--- src/rtl/aes_key_sched_ctrl.sv ---
// aes_key_sched_ctrl: sequencer and round-key store for an AES-128 key expander.
// It accepts a cipher key, pulses the expander's kld for one cycle, and captures
// the expander's NRND+1 round keys into a store. Any stored key can then be read
// by index, one cycle after the index is presented.
// Optional feature: define AES_KEY_ZEROIZE_EN to add a zeroize input that wipes
// all key material and returns the controller to IDLE.
module aes_key_sched_ctrl #(
  parameter int NRND  = 10,
  parameter int IDX_W = 4
) (
  input  logic             clk,
  input  logic             rst_n,
`ifdef AES_KEY_ZEROIZE_EN
  input  logic             zeroize,
`endif
  input  logic             key_vld,
  output logic             key_rdy,
  input  logic [127:0]     key_in,
  output logic             kld_o,
  output logic [127:0]     key_o,
  input  logic [31:0]      wo_0,
  input  logic [31:0]      wo_1,
  input  logic [31:0]      wo_2,
  input  logic [31:0]      wo_3,
  output logic             busy,
  output logic             rk_valid,
  input  logic [IDX_W-1:0] rk_rd_idx,
  output logic [127:0]     rk_rd_data
);

  localparam int               DEPTH    = NRND + 1;
  localparam logic [IDX_W-1:0] LAST_IDX = IDX_W'(NRND);

  typedef enum logic [1:0] {IDLE, LOAD, EXPAND, READY} state_t;

  state_t           state;
  state_t           state_nx;
  logic [IDX_W-1:0] rnd;
  logic [127:0]     store [DEPTH];
  logic             zero;
  logic             accept;
  logic             last_rnd;

`ifdef AES_KEY_ZEROIZE_EN
  assign zero = zeroize;
`else
  assign zero = 1'b0;
`endif

  // Zeroize blocks the handshake so a key offered alongside it is dropped.
  assign key_rdy  = ((state == IDLE) || (state == READY)) && !zero;
  assign accept   = key_vld && key_rdy;
  assign last_rnd = (rnd == LAST_IDX);

  // Next-state decode for the load/expand sequence.
  always_comb begin
    // NOTE: default first so every path assigns state_nx and no latch is inferred.
    state_nx = state;
    unique case (state)
      IDLE, READY: if (accept)   state_nx = LOAD;
      LOAD:                      state_nx = EXPAND;
      EXPAND:      if (last_rnd) state_nx = READY;
      default:                   state_nx = IDLE;
    endcase
    if (zero) state_nx = IDLE;
  end

  // State register.
  always_ff @(posedge clk or negedge rst_n) begin
    // NOTE: non-blocking so every flop samples pre-edge values regardless of block order.
    if (!rst_n) state <= IDLE;
    else        state <= state_nx;
  end

  // Registered control outputs, key register and round counter.
  always_ff @(posedge clk or negedge rst_n) begin
    if (!rst_n) begin
      kld_o    <= 1'b0;
      busy     <= 1'b0;
      rk_valid <= 1'b0;
      key_o    <= '0;
      rnd      <= '0;
    end else begin
      // kld_o follows the accept edge, so it is high only for the LOAD cycle.
      kld_o    <= accept;
      busy     <= (state_nx == LOAD) || (state_nx == EXPAND);
      rk_valid <= (state_nx == READY);
      if (zero) begin
        key_o <= '0;
        rnd   <= '0;
      end else begin
        if (accept)           key_o <= key_in;
        if (state == EXPAND)  rnd   <= last_rnd ? '0 : rnd + 1'b1;
      end
    end
  end

  // Round-key store: one entry captured per EXPAND cycle, wiped by reset or zeroize.
  always_ff @(posedge clk or negedge rst_n) begin
    // NOTE: the store is reset on purpose; key material must not survive a reset.
    if (!rst_n) begin
      for (int i = 0; i < DEPTH; i++) store[i] <= '0;
    end else if (zero) begin
      for (int i = 0; i < DEPTH; i++) store[i] <= '0;
    end else if (state == EXPAND) begin
      store[rnd] <= {wo_0, wo_1, wo_2, wo_3};
    end
  end

  // Registered read port; out-of-range indices read as zero.
  always_ff @(posedge clk or negedge rst_n) begin
    if (!rst_n)                     rk_rd_data <= '0;
    else if (zero)                  rk_rd_data <= '0;
    else if (rk_rd_idx <= LAST_IDX) rk_rd_data <= store[rk_rd_idx];
    else                            rk_rd_data <= '0;
  end

endmodule

--- config.mk ---
export PLATFORM = sky130hd
export DESIGN_NAME = aes_key_sched_ctrl
export DESIGN_NICKNAME = d
export VERILOG_FILES = /design/src/rtl/aes_key_sched_ctrl.sv
export SDC_FILE = /design/constraint.sdc
export NUM_CORES = 2
export LEC_CHECK = 0
export BUFFER_PORTS_ARGS = -buffer_cell sky130_fd_sc_hd__buf_2
export CAP_MARGIN = 30
export CORE_MARGIN = 8
export CORE_UTILIZATION = 57
export CTS_CLUSTER_DIAMETER = 40
export CTS_CLUSTER_SIZE = 28
export DETAILED_ROUTE_END_ITERATION = 12
export GPL_ROUTABILITY_DRIVEN = 0
export HOLD_SLACK_MARGIN = 0.05
export PLACE_DENSITY_LB_ADDON = 0.15
export SETUP_SLACK_MARGIN = 0.3
export SLEW_MARGIN = 15
export SYNTH_ARGS = -nofsm -noshare
export SYNTH_HDL_FRONTEND = slang
export SYNTH_SLANG_ARGS = --single-unit
--- constraint.sdc ---
create_clock -name clk -period 3.8 [get_ports clk]
set_input_delay 0.76 -clock clk [delete_from_list [all_inputs] [get_ports clk]]
set_output_delay 0.76 -clock clk [all_outputs]
set_load 0.05 [all_outputs]
==> results.yml <==
status:
  status: "finished clean"
detailed_routing:
  ant_nets: 0
  wire_per_inst_um: 26.1
  drc: 0
  first_pass_iters: 5
  drt-total-wl_mm: 182
  drt_iter0_drc: 3010
  viasPerCell: 6.06
  vias: 42300
synthesis:
  syn-instance-count: 4747
  ys_seq_elements: 1673
  synth_top_area_share_pct: 57.3
  syn_nets: 5012
  synth_largest_area_cell: "dfrtp_1"
  ys_top_cells_by_area: "dfrtp_1 57%, mux2_2 22%, mux2i_1 5.3%"
  yosys_warnings: 0
  postSynthAreaPerCell_um2: 15.4
  synth_area_um2: 73000
  yosysSeqAreaShare_pct: 57.3
  ys_types: 31
timing:
  finalMaxSlewViolations: 0
  worstMarginPinSlew_ns: 1.01
  post-route-min-period_ns: 2.87
  max_freq_ghz: 0.348
  fin_setup_tns_ns: 0
  hold_violations: 0
  min_period_over_period_pct: 75.6
  setup_viol: 0
  finClkSkew_ns: 0.0238
  slew_headroom_pct: 32.3
  setup_slack_ns: 0.928
  rsz0062_at_grt: "false"
finish:
  multi_input_comb_area_um2: 29000
  final_layout_size_suffix_gt1_share_pct: 50.8
  fill_cells: 9069
  nNetsFinal: 5395
  final_common_cell: "dfrtp_1"
  seq_area_um2: 41900
  most-common-layout-cells: "1673 x dfrtp_1, 1426 x mux2_2, 517 x buf_2, 385 x mux2i_1, 205 x clkbuf_16"
  area_growth_pct: 15.7
worst_setup_path:
  start_kind: "flip-flop"
  cp.required_ns: 4.50
  critical_path.max_fanout: 48
  cp.arrival_ns: 3.57
  critical_path_class: "reg2reg"
  cp-end-kind: "flip-flop"
  rrSetupSlack_ns: 0.93
clocking:
  clkSlewWorstSetupHoldPaths_ns: 0.06
  max-clock-path-buffers: 3
  h-tree-depth: 4
  clkSinkCount: 1673
  numCtsBuffers: 203
  cts_resized: 0
  tritoncts: "done"
  cts_root_buf: "clkbuf_16"
  clock_latency_ns: 0.83
power_and_ir_drop:
  peakVddDrop_mv: 0.643
  p_per_area_nw_per_um2: 885
  power_leakage_nw: 37.0
placed_design:
  place_ws_ns: 0.908
  dp_hpwl_mm: 102
  port_buffers: 522
global_routing:
  met2_usage_pct: 41.7
  grt_usage_pct: 26.0
  grt_pass1_wl_mm: 284
  grt_max_degree: 149
  grt.met3_usage_pct: 5.58
  grt-ovfl-total: 0
  grt_antenna_before_repair: 48
  use_met1_pct: 35.8
  grt_pass1_vias: 45300
  grt-busiest-layer: "met2"
die:
  die_y_um: 374
  initial_core_util_pct: 57.3
  rows: 131
  coreArea_um2: 127000
  die_w_um: 374
  dieArea_um2: 140000
  io_pins: 523
hold_path:
  hold_path_class: "in2reg"
flow_run:
  maxCapViolations: 0
## synth_stat cells
cell type / instances
or3_1: 1
buf_6: 27
xnor2_1: 2
o2bb2ai_1: 129
ha_1: 2
mux2_2: 1426
o211ai_1: 1
o21ai_0: 1
dfrtp_1: 1673
nand3b_1: 3
inv_1: 5
clkbuf_1: 233
mux4_2: 128
and2_1: 1
buf_4: 30
mux2i_1: 385
a22o_1: 129
clkbuf_4: 3
nand3_1: 2
nor3_1: 1
a221oi_1: 128
nand2_1: 4
mux2_4: 110
a211oi_1: 1
buf_1: 9
buf_2: 168
o32a_1: 1
nor2b_1: 3
nor2_1: 8
nor3b_2: 1
nand2b_1: 132
## flip-flops by register name, summed over array words and instances (netlist names)
signal,flops
store,1408
key_o,128
rk_rd_data,128
rnd,4
state,2
busy,1
kld_o,1
rk_valid,1
## routing by layer
layer  vias up  wire length, um
met4        24             5150
li1      18300                -
met3       317             9940
met1     22600            80100
met5         -              154
met2      1033            86900
## area by class of cell
cell class,instances,area share (%)
Clock buffer,239,6.46
Antenna cell,19,0.0563
Timing Repair Buffer,648,5.22
Sequential cell,1673,49.5
Clock inverter,143,1.94
Multi-Input combinational cell,2599,34.3
Tap cell,1662,2.46
Inverter,5,0.0222
## through the flow
step / hold WS (ns) / utilization (%) / cells / instance area [um2] / total power [mW]
floorplan: 0.464 / - / 4747 / 73000 / 49.1
global placement: 0.483 / 60.7 / 6586 / 77300 / 54.2
detailed placement: 0.488 / 60.7 / 6586 / 77300 / 55.2
CTS: 0.0931 / 66.3 / 6969 / 84400 / 75.3
global route: 0.116 / 66.3 / 6980 / 84500 / 78.6
finish: 0.158 / 66.3 / 6988 / 84500 / 74.8
## cells by family (layout without fill, tap and decap cells)
| family | Yosys count | in the layout | share of synthesized area [%] |
|---|---|---|---|
| compound gates | 390 | 390 | 4.67 |
| mux | 2049 | 2049 | 33.5 |
| buf+inv | 475 | 1035 | 3.18 |
| flops | 1673 | 1673 | 57.3 |
| xor+xnor | 2 | 2 | 0.0240 |
| fa+ha+maj | 2 | 2 | 0.0343 |
| simple gates | 156 | 156 | 1.30 |
| other cells | 0 | 19 | 0 |
## repair_timing
action / 4_1_cts / 5_1_grt
hold buffers: 1 / 0
setup buffers: 0 / 0
hold endpoints to repair: 28 / 0
## worst max-delay path: stages, from the launching register on
cell and delay, ns:
dfrtp_1 0.56, nand2b_1 0.34, nand2b_4 0.20, buf_4 0.70, buf_4 0.48, mux2_2 0.39
## power breakdown
| part | switching (mW) | internal [mW] |
|---|---|---|
| Sequential | 4.48 | 26.8 |
| Combinational | 11.3 | 12.3 |
| Clock | 8.20 | 11.7 |
## final timing paths
kind	startpoint	end	depth (start not counted)
worst max-delay path	rnd[0]	store[1057]	5
worst min-delay path	key_in[15]	key_o[15]	2
worst max register to register	rnd[0]	store[1057]	5
worst min register to register	store[533]	store[533]	1
max in group asynchronous	rst_n	key_o[73]	4
min in group asynchronous	rst_n	store[117]	2
Note: power is estimated with default switching activity, not from simulation.
